$ cat src/rtl/counter_pkg.sv
// Shared types and constants for the modulo-N up/down counter.
package counter_pkg;

    typedef enum logic [1:0] {
        IDLE = 2'd0,
        RUN  = 2'd1,
        DONE = 2'd2
    } state_t;

    localparam logic DIR_UP   = 1'b1;
    localparam logic DIR_DOWN = 1'b0;

endpackage

$ cat src/rtl/counter_next_value.sv
// Combinational step logic: computes the wrapped next count for the current
// direction and flags when the count sits on the terminal value.
module counter_next_value
    import counter_pkg::*;
#(
    parameter int WIDTH = 8
) (
    input  logic [WIDTH-1:0] count,
    input  logic             up_down,
    input  logic [WIDTH-1:0] max_val,
    output logic [WIDTH-1:0] next_count,
    output logic             is_tv
);

    always_comb begin
        if (up_down == DIR_UP) begin
            is_tv      = (count == max_val);
            next_count = is_tv ? '0 : count + 1'b1;
        end else begin
            is_tv      = (count == '0);
            next_count = is_tv ? max_val : count - 1'b1;
        end
    end

endmodule

$ cat src/rtl/mod_updown_counter.sv
// Modulo-N up/down counter with load, wrap pulse and one-shot FSM.
// Build option COUNTER_SATURATE_EN: free-run steps hold at the terminal value.
module mod_updown_counter
    import counter_pkg::*;
#(
    parameter int WIDTH   = 8,
    parameter int MODULUS = 256
) (
    input  logic             clock,
    input  logic             reset,
    input  logic             enable,
    input  logic             up_down,
    input  logic             load,
    input  logic [WIDTH-1:0] load_value,
    input  logic             one_shot,
    input  logic             start,
    output logic [WIDTH-1:0] count,
    output logic             tc,
    output logic             wrap,
    output logic             done,
    output state_t           fsm_state
);

    if (MODULUS < 2 || MODULUS > (1 << WIDTH)) begin : g_bad_modulus
        $error("mod_updown_counter: MODULUS must satisfy 2 <= MODULUS <= 2**WIDTH");
    end

    localparam logic [WIDTH-1:0] MAX_VAL = WIDTH'(MODULUS - 1);

    state_t           state;
    state_t           state_next;
    logic [WIDTH-1:0] count_next;
    logic [WIDTH-1:0] step_value;
    logic [WIDTH-1:0] load_clipped;
    logic             is_tv;
    logic             wrap_next;

    counter_next_value #(.WIDTH(WIDTH)) u_next (
        .count      (count),
        .up_down    (up_down),
        .max_val    (MAX_VAL),
        .next_count (step_value),
        .is_tv      (is_tv)
    );

    assign load_clipped = (load_value > MAX_VAL) ? MAX_VAL : load_value;
    assign tc           = is_tv;
    assign fsm_state    = state;

    // FSM state register
    always_ff @(posedge clock or posedge reset) begin
        if (reset) begin
            state <= IDLE;
        end else begin
            state <= state_next;
        end
    end

    // FSM next state: load alone never moves the FSM; start always (re)enters RUN
    always_comb begin
        state_next = state;
        if (!one_shot) begin
            state_next = IDLE;
        end else if (start) begin
            state_next = RUN;
        end else if (!load && enable && state == RUN && is_tv) begin
            state_next = DONE;
        end
    end

    // FSM outputs
    always_comb begin
        done = (state == DONE);
    end

    // Count datapath, priority load > start > step
    always_comb begin
        count_next = count;
        wrap_next  = 1'b0;
        if (load) begin
            count_next = load_clipped;
        end else if (!one_shot) begin
            if (enable) begin
`ifdef COUNTER_SATURATE_EN
                if (!is_tv) begin
                    count_next = step_value;
                end
`else
                count_next = step_value;
                wrap_next  = is_tv;
`endif
            end
        end else if (start) begin
            if (state == DONE) begin
                count_next = (up_down == DIR_UP) ? '0 : MAX_VAL;
            end
        end else if (enable && state == RUN && !is_tv) begin
            count_next = step_value;
        end
    end

    always_ff @(posedge clock or posedge reset) begin
        if (reset) begin
            count <= '0;
            wrap  <= 1'b0;
        end else begin
            count <= count_next;
            wrap  <= wrap_next;
        end
    end

endmodule

$ cat config.mk
export PLATFORM = sky130hd
export DESIGN_NAME = mod_updown_counter
export DESIGN_NICKNAME = d
export VERILOG_FILES = /design/src/rtl/counter_pkg.sv /design/src/rtl/counter_next_value.sv /design/src/rtl/mod_updown_counter.sv
export SDC_FILE = /design/constraint.sdc
export NUM_CORES = 1
export LEC_CHECK = 0
export BUFFER_PORTS_ARGS = -buffer_cell sky130_fd_sc_hd__buf_4
export CAP_MARGIN = 10
export CORE_AREA = 2 2 58 60
export CTS_BUF_LIST = sky130_fd_sc_hd__clkbuf_8 sky130_fd_sc_hd__clkbuf_16
export DETAILED_ROUTE_END_ITERATION = 10
export DIE_AREA = 0 0 60 62
export GPL_ROUTABILITY_DRIVEN = 0
export GPL_TIMING_DRIVEN = 0
export HOLD_SLACK_MARGIN = 0.12
export PLACE_DENSITY = 0.58
export SLEW_MARGIN = 30
export SYNTH_ARGS = -nofsm -noshare
export SYNTH_HDL_FRONTEND = slang
export SYNTH_SLANG_ARGS = --single-unit
export TNS_END_PERCENT = 50
$ cat constraint.sdc
create_clock -name clock -period 5 [get_ports clock]
set_input_delay 0.5 -clock clock [delete_from_list [all_inputs] [get_ports clock]]
set_output_delay 0.5 -clock clock [all_outputs]
set_load 0.02 [all_outputs]
-- After elaboration in Yosys (flattened, before gate mapping)
Cells that the tools add are included.
- $add $sub $neg: 2
- order comparisons: 1
- eq/ne operators: 6
- muxes and demuxes: 18
- reduce and logical (&&, ||, !) cells: 10
- operator list (kind ; number):
    $mux 8 ; 11
    $add 8x1->8 const B ; 1
    $eq 8x8->1 const B ; 1
    $gt 8x8->1 const B ; 1
    $logic_not 8->1 ; 1
    $sub 8x1->8 const B ; 1
    $mux 2 ; 3
    $logic_and 1x1->1 ; 5
    $mux 1 ; 4
    $ne 4x2->1 const B ; 1
    $ne 4x3->1 const B ; 1
    $ne 3x1->1 const B ; 1
    $reduce_and 3->1 ; 1
    $reduce_bool 3->1 ; 1
    $eq 2x1->1 const B ; 1
    $eq 2x2->1 const B ; 1
    $logic_not 1->1 ; 2
- register bits: 11
- input port bits: 15
- output and inout bits: 13
- word-level logic and storage cells: 40

-- Depth between registers and ports, before layout
Gate-level depths: netlist (run 1).
- word-level depth: 8
- mapped depth: 8

-- Cells and area by module
From an unflattened synthesis (run 1), not the netlist that was laid out.
- cell total of the unflattened synthesis: 140
- area, all modules: 1211.2 µm²
- modules (own cells, without submodules) (module ; times used ; cells each ; area an instance (µm²) ; seq. area each (µm²)):
    mod_updown_counter ; 1 ; 57 ; 628.1 ; 275.3
    counter_next_value ; 1 ; 83 ; 583.1 ; 0.0

-- Worst setup path before layout (run 1)
No wires, ideal clock.
- path kind: reg-to-reg
- from: register count[0]
- to: register count[1]
- arrival: 1.952 ns
- data required time: 4.875 ns
- setup slack: 2.923 ns
- stages on the path, launching flop included: 9
- buffers on the path: 1
- clock period less this slack: 2.077 ns
- cell sequence: dfrtp_1 inv_1 ha_1 nor3b_1 nand3b_1 nor4b_2 or2_1 buf_6 mux2_4
- cells in the longest elaborated chain, start to end: 7
- ends and longest elaborated chain (item ; RTL line ; RTL):
    from (decl) ; mod_updown_counter.sv:17 ; output logic [WIDTH-1:0] count,
    from (signal assigned) ; mod_updown_counter.sv:107 ; count <= count_next;
    $sub 8x1->8, or another cell as far along ; counter_next_value.sv:21 ; next_count = is_tv ? max_val : count - 1'b1;
    $mux 8, on equally long branches ; counter_next_value.sv:21, counter_next_value.sv:18 ;
    $mux 8 ; counter_next_value.sv:16 ; if (up_down == DIR_UP) begin
    $mux 8 ; mod_updown_counter.sv:97 ; end else if (enable && state == RUN && !is_tv) begin
    $mux 8 ; mod_updown_counter.sv:93 ; end else if (start) begin
    $mux 8 ; mod_updown_counter.sv:82 ; end else if (!one_shot) begin
    $mux 8 ; mod_updown_counter.sv:80 ; if (load) begin
Several ways; a longest one is shown, not always the timed one. The select of a mux whose other input is x is not followed.
A chain may end at the register's enable or synchronous reset.

-- Worst setup path after layout (run 1)
- from: register count[0]
- to: output port tc
- cells in the longest elaborated chain, start to end: 2
- ends and longest elaborated chain (item ; RTL line ; RTL):
    $eq 8x8->1 or $logic_not 8->1 (tied branches) ; counter_next_value.sv:17, counter_next_value.sv:20 ;
    $mux 1 (*) ; counter_next_value.sv:16 ;
    to (decl) ; mod_updown_counter.sv:18 ; output logic tc,
Every way passes the cells marked *; elsewhere a longest branch is shown, timed or not.

==> results.ini, run 1 <==
[logic_synthesis]
synthCells = 125
synth_edf_count = 0
synth.distinct_cells = 43
synthArstFlopShare_pct = 100
syn_area_per_cell_um2 = 8.18
ys.flop_type = dfrtp_1
seq_area_frac_synth_pct = 26.9
synth_area_leaders = dfrtp_1 27%, nand2_1 5.1%, mux2_4 4.4%
yosysWarnings = 0
synth_common_cells = 14 x nand2_1, 11 x dfrtp_1, 11 x inv_1
synth_top_area_cell = dfrtp_1
synth.net_count = 143
yosysMostFrequentCell = nand2_1
ys_ff_latch = 11
syn_area_mm2 = 0.00102
yosysTopAreaCellShare_pct = 26.9

[setup_path]
critPathSlowestCell = dfrtp_1
end_kind = output pin
worstPathMaxFanout = 9
crit_path_cell_trace = ha_1 > nand2_1 > nor3_1 > nand2b_1 > buf_4
ff2ff_path_depth = 7
worstSetupStartpoint = count[0]
r2r_slack_ns = 2.66
worstPathArrival_ns = 1.87
crit_required_ns = 4.50
path_class = reg2out
endpoint = tc
worst_setup_path_start_kind = flop
r2r-end = count[3]
reg2reg_from = count[0]
cp_slowest_stage_delay_ns = 0.52

[clock_tree]
hold_buffers = 0
cts_resized = 0
htree_num_levels = 1
root_buffer = clkbuf_8
post_cts_buffers = 0
cts_tree = yes
clkSinkCount = 11
cts_inserted_buffers = 3
clock_latency_ns = 0.24
clkTransAtPathRegs_ns = 0.05
cts_buffer_depth = 2

[sta]
setup_viol = 0
report.final.hold_viol_count = 0
worst_pin_slew_ns = 0.624
maxSlewViolCount = 0
timing.final.ws_setup_ns = 2.63
tns_ns = 0
period_share_pct = 47.4
fin_skew_ns = 0.00399
hold_ws_ns = 0.268
relSlewSlack_pct = 58.0
rsz0062_at_grt = no
period_needed_ns = 2.37
fmax_mhz = 422

[routing]
drtIter0Drc = 48
avgRoutedWirePerCell_um = 14.7
drtAntennaViolNets = 0
route.final.wire_length_um = 2980
drc = 0
via_count = 1081
vias_per_cell = 5.35
wl_met2_um = 1450
dr.max_layer_used = met4
wl_met3_um = 225
met1_length_um = 1240
firstDrtPassIters = 4

[outcome]
status = finished, final reports clean

[die]
row_count = 21
chipWidth_um = 60
start_util_pct = 32.2
num_io_pins = 28
die_y_um = 62
core_mm2 = 0.00318
die-area_mm2 = 0.00372

[finish]
final_area_mm2 = 0.00133
drive_gt1_share_pct = 26.9
fin_nets = 175
instances_no_fill = 202
fill_cells = 330
syn2layout_area_growth_pct = 29.9
diodes = 0

[global_route]
globalRouteOverflowTotal = 0
grt_pass1_vias = 1041
antenna_found_initial = 0
grt_pass1_wl_um = 4810
grt_max_degree = 12
track_usage_pct = 17.4

[place]
numPlacedInstances = 198
io_buffers = 27
pre_cts_ws_ns = 2.74
place_area_mm2 = 0.00128
hpwlAfterDp_um = 2190

[power]
powerDensity_mw_per_mm2 = 288
irDropWorstVdd_mv = 0.160
p_leak_nw = 0.582

[flow_run]
drv_cap = 0

[hold_path]
min_path_type = in2async

[cell families (layout without fill, tap and decap cells)]
kind of cell | count (synthesis) | after routing | synth area share (%)
AND/OR/NAND/NOR | 47 | 47 | 26.4
adder cells (fa/ha/maj) | 3 | 3 | 3.67
buffers and inverters | 18 | 49 | 8.57
AO/OA/AOI/OAI | 37 | 37 | 24.8
flip-flops | 11 | 11 | 26.9
multiplexers | 3 | 3 | 4.41
XOR/XNOR | 6 | 6 | 5.14
[per-stage QoR]
stage	util (%)	power (W)
6_report	41.8	0.000382
5_1_grt	41.8	0.000410
4_1_cts	41.8	0.000385
3_5_place_dp	40.3	0.000291
3_3_place_gp	40.3	0.000289
2_1_floorplan	-	0.000234
[power by group]
part           internal (W)  switching [W]
Clock             0.0000541      0.0000360
Sequential         0.000101      0.0000213
Combinational     0.0000773      0.0000924
Total              0.000232       0.000150
[final cells by class]
type | instances | area, um^2 | area share, %
Inverter | 11 | 41.3 | 3.11
Clock inverter | 1 | 3.75 | 0.283
Timing Repair Buffer | 27 | 203 | 15.3
Multi-Input combinational cell | 96 | 659 | 49.7
Tap cell | 46 | 57.6 | 4.34
Sequential cell | 11 | 275 | 20.7
Buffer | 7 | 46.3 | 3.49
Clock buffer | 3 | 41.3 | 3.11
[worst max-delay path, delay by kind of cell, from the launching register on]
kind                     cells  cell delay [ns]
flip-flops                   1             0.52
AND/OR/NAND/NOR              3             0.64
adder cells (fa/ha/maj)      1             0.30
buffers and inverters        1             0.17
[layout by cell type, fill, tap and decap left out, types with 2 or more instances in the layout]
cell and n:
xnor2_1 5, buf_4 28, clkbuf_1 3, mux2_4 3, nand2b_1 2, nand3_1 6, inv_1 12, buf_6 2
a41oi_1 2, ha_1 3, nor2_1 4, and3_1 3, a31oi_1 4, nand3b_1 2, dfrtp_1 11, clkbuf_8 3
nor3b_1 3, o31ai_1 2, nor3_1 5, o21ai_0 8, a21oi_1 6, nand2_1 14, o22ai_1 2, o221ai_1 3
[registers in the layout, indices dropped and copies added, names as in the netlist]
name,flops
count,8
fsm_state,2
wrap,1
[worst min path at each step]
stage	startpoint	slack, ns	depth (start not counted)	end
global placement	reset	0.55	2	count[6]
global route	reset	0.33	2	count[6]
finish	reset	0.27	2	count[6]
CTS	reset	0.30	2	count[7]
detailed placement	reset	0.56	2	count[6]
floorplan	reset	0.35	1	count[0]
[metal layers]
metal | global-route usage, % | up-vias
met1 | 20.2 | 494
met5 | 0 | -
met2 | 29.3 | 50
met4 | 9.21 | 0
li1 | - | 531
met3 | 4.55 | 6
No activity file was read; power rests on OpenSTA's default activity.
==> inputs of run 2 (changes only) <==
- PLACE_DENSITY: 0.58 -> 0.6
- clock period: 5 -> 2.1 ns (I/O delays scaled with it)
==> results.ini, run 2 (same netlist as run 1, synthesis figures left out) <==
[finish]
largest_reg_flops = 8  ; unchanged
final_util_pct = 43.0  ; was 41.8%
register_area_um2 = 278  ; was 275 um^2
diodes = 0  ; unchanged
mostFrequentLayoutCells = 29 x buf_4, 14 x nand2_1, 12 x inv_1  ; was 28 x buf_4, 14 x nand2_1, 12 x inv_1
layout_commonest_cell = buf_4  ; unchanged
fill_cells = 323  ; was 330
syn2layout_area_growth_pct = 33.7  ; was 29.9%
multi_input_area_um2 = 678  ; was 659 um^2
fin_nets = 177  ; was 175
drive_gt1_share_pct = 29.7  ; was 26.9%
instances_no_fill = 204  ; was 202
final_area_mm2 = 0.00137  ; was 0.00133 mm^2
regMostFlops = count  ; unchanged

[power]
p_leak_nw = 0.598  ; was 0.582 nW
intPower_w = 0.000561  ; was 0.000232 W
power.switching_w = 0.000365  ; was 0.000150 W
clock_power_share_pct = 24.0  ; was 23.6%
p_sw_share_pct = 39.4  ; was 39.2%
seq_power_share_pct = 31.3  ; was 32.0%
irDropWorstVdd_mv = 0.227  ; was 0.160 mV
power_frac_comb_pct = 44.7  ; was 44.4%
powerDensity_mw_per_mm2 = 678  ; was 288 mW/mm^2

[place]
numPlacedInstances = 198  ; unchanged
io_buffers = 27  ; unchanged
hpwlAfterDp_um = 2150  ; was 2190 um
place_area_mm2 = 0.00128  ; unchanged

[clock_tree]
cts_buffer_depth = 2  ; unchanged
clock_latency_ns = 0.25  ; was 0.24 ns
cts_inserted_buffers = 3  ; unchanged
cts_tree = yes  ; unchanged
root_buffer = clkbuf_8  ; unchanged
clkSinkCount = 11  ; unchanged
clkTransAtPathRegs_ns = 0.05  ; about the same
htree_num_levels = 1  ; unchanged

[die]
chipWidth_um = 60  ; unchanged
die_y_um = 62  ; unchanged
row_count = 21  ; unchanged
num_io_pins = 28  ; unchanged
core_mm2 = 0.00318  ; unchanged
die-area_mm2 = 0.00372  ; unchanged
start_util_pct = 32.2  ; unchanged

[setup_path]
reg2reg_from = count[1]  ; was count[0]
cp_slowest_stage_delay_ns = 0.47  ; was 0.52 ns
end_kind = flop  ; was output pin
critPathSlowestCell = dfrtp_2  ; was dfrtp_1
path_class = reg2reg  ; was reg2out
r2r-end = count[4]  ; was count[3]
worst_setup_path_start_kind = flop  ; unchanged
crit_required_ns = 2.23  ; was 4.50 ns
worstPathArrival_ns = 2.17  ; was 1.87 ns
ff2ff_path_depth = 8  ; was 7
r2r_slack_ns = 0.06  ; was 2.66 ns
worstPathMaxFanout = 9  ; unchanged
crit_path_cell_trace = inv_1 > ha_1 > nor3b_2 > nand3b_1 > nor4b_4 > or2_1 > buf_6 > mux2_4  ; was ha_1 > nand2_1 > nor3_1 > nand2b_1 > buf_4

[global_route]
grt_max_degree = 12  ; unchanged
grt_pass1_vias = 1026  ; was 1,041
globalRouteOverflowTotal = 0  ; unchanged
grt_pass1_wl_um = 4820  ; was 4810 um
antenna_found_initial = 0  ; unchanged
track_usage_pct = 17.6  ; was 17.4%

[routing]
drc = 0  ; unchanged
drtIter0Drc = 62  ; was 48
firstDrtPassIters = 4  ; unchanged
vias_per_cell = 5.44  ; was 5.35
drtAntennaViolNets = 0  ; unchanged
via_count = 1110  ; was 1,081
route.final.wire_length_um = 2930  ; was 2980 um
avgRoutedWirePerCell_um = 14.3  ; was 14.7 um

[sta]
worst_pin_slew_ns = 0.473  ; was 0.624 ns
setup_viol = 0  ; unchanged
period_share_pct = 97.0
period_needed_ns = 2.04
relSlewSlack_pct = 68.4  ; was 58.0%
fmax_mhz = 491
maxSlewViolCount = 0  ; unchanged
report.final.hold_viol_count = 0  ; unchanged
fin_skew_ns = 0.00195  ; was 0.00399 ns

[hold_path]
hold_depth = 3
hold_end = count[6]
min_path_type = in2reg  ; was in2async
hp-start = load_value[6]

[outcome]
status = finished, final reports clean  ; unchanged

[flow_run]
drv_cap = 0  ; unchanged

run 2: cell count changes in the layout (fill, tap and decap cells not counted), sizes merged:
cell / delta
buf: +1
dlygate4sd3: +1
run 2: repair_timing:
| item | 4_1_cts | 5_1_grt |
|---|---|---|
| hold buffers | 1 | 0 |
| endpoints found under the hold margin | 11 | 0 |
| endpoints found under the setup margin | 3 | 4 |
| setup buffers | 0 | 1 |
| resized for setup | 3 | 2 |
run 2: worst max-delay path by stage:
stage	cells past startpoint	to	slack, ns	from
floorplan	8	count[1]	0.02	count[0]
global placement	8	count[1]	-0.06	count[0]
detailed placement	8	count[4]	-0.07	count[0]
CTS	8	count[4]	0.01	count[0]
global route	8	count[1]	-0.05	count[1]
finish	8	count[4]	0.06	count[1]
run 2: metal layers:
| layer | vias to the layer above | part of all wire (%) | GRT usage (%) |
|---|---|---|---|
| met3 | 9 | 6.3 | 2.48 |
| met5 | - | 0 | 0 |
| met1 | 524 | 44 | 23.7 |
| li1 | 534 | - | - |
| met2 | 43 | 47 | 27.0 |
| met4 | 0 | 2.7 | 10.2 |
run 2: critical path: cells and delay by family, from the launching register on:
| kind | cells | cell delay, ns |
|---|---|---|
| flops | 1 | 0.47 |
| simple gates | 4 | 0.73 |
| buf+inv | 2 | 0.25 |
| fa+ha+maj | 1 | 0.17 |
| mux | 1 | 0.29 |
run 2: area by class of cell:
type | instances | area share (%)
clock inverters | 1 | 0.275
plain buffers | 7 | 3.39
clock buffers | 3 | 3.02
flip-flops and latches | 11 | 20.3
multi-input cells | 96 | 49.6
inverters | 11 | 3.02
repair buffers | 29 | 16.1
well taps | 46 | 4.21
run 2: power by group through the flow:
| stage | clock network, W | logic, W | registers (W) |
|---|---|---|---|
| 5_1_grt | 0.000235 | 0.000461 | 0.000294 |
| 2_1_floorplan | 0 | 0.000243 | 0.000315 |
| 6_report | 0.000223 | 0.000414 | 0.000290 |
| 4_1_cts | 0.000226 | 0.000401 | 0.000294 |
| 3_5_place_dp | 0 | 0.000396 | 0.000295 |
| 3_3_place_gp | 0 | 0.000396 | 0.000292 |
run 2: metrics by stage:
stage	power [W]	hold WS, ns	worst slack, ns	setup TNS [ns]
after detailed placement	0.000691	0.263	-0.0652	-0.189
after CTS	0.000921	0.180	0.0123	0
after floorplan	0.000558	0.0624	0.0226	0
after global routing	0.000990	0.190	-0.0537	-0.160
after global placement	0.000688	0.263	-0.0616	-0.182
final	0.000926	0.175	0.0639	0
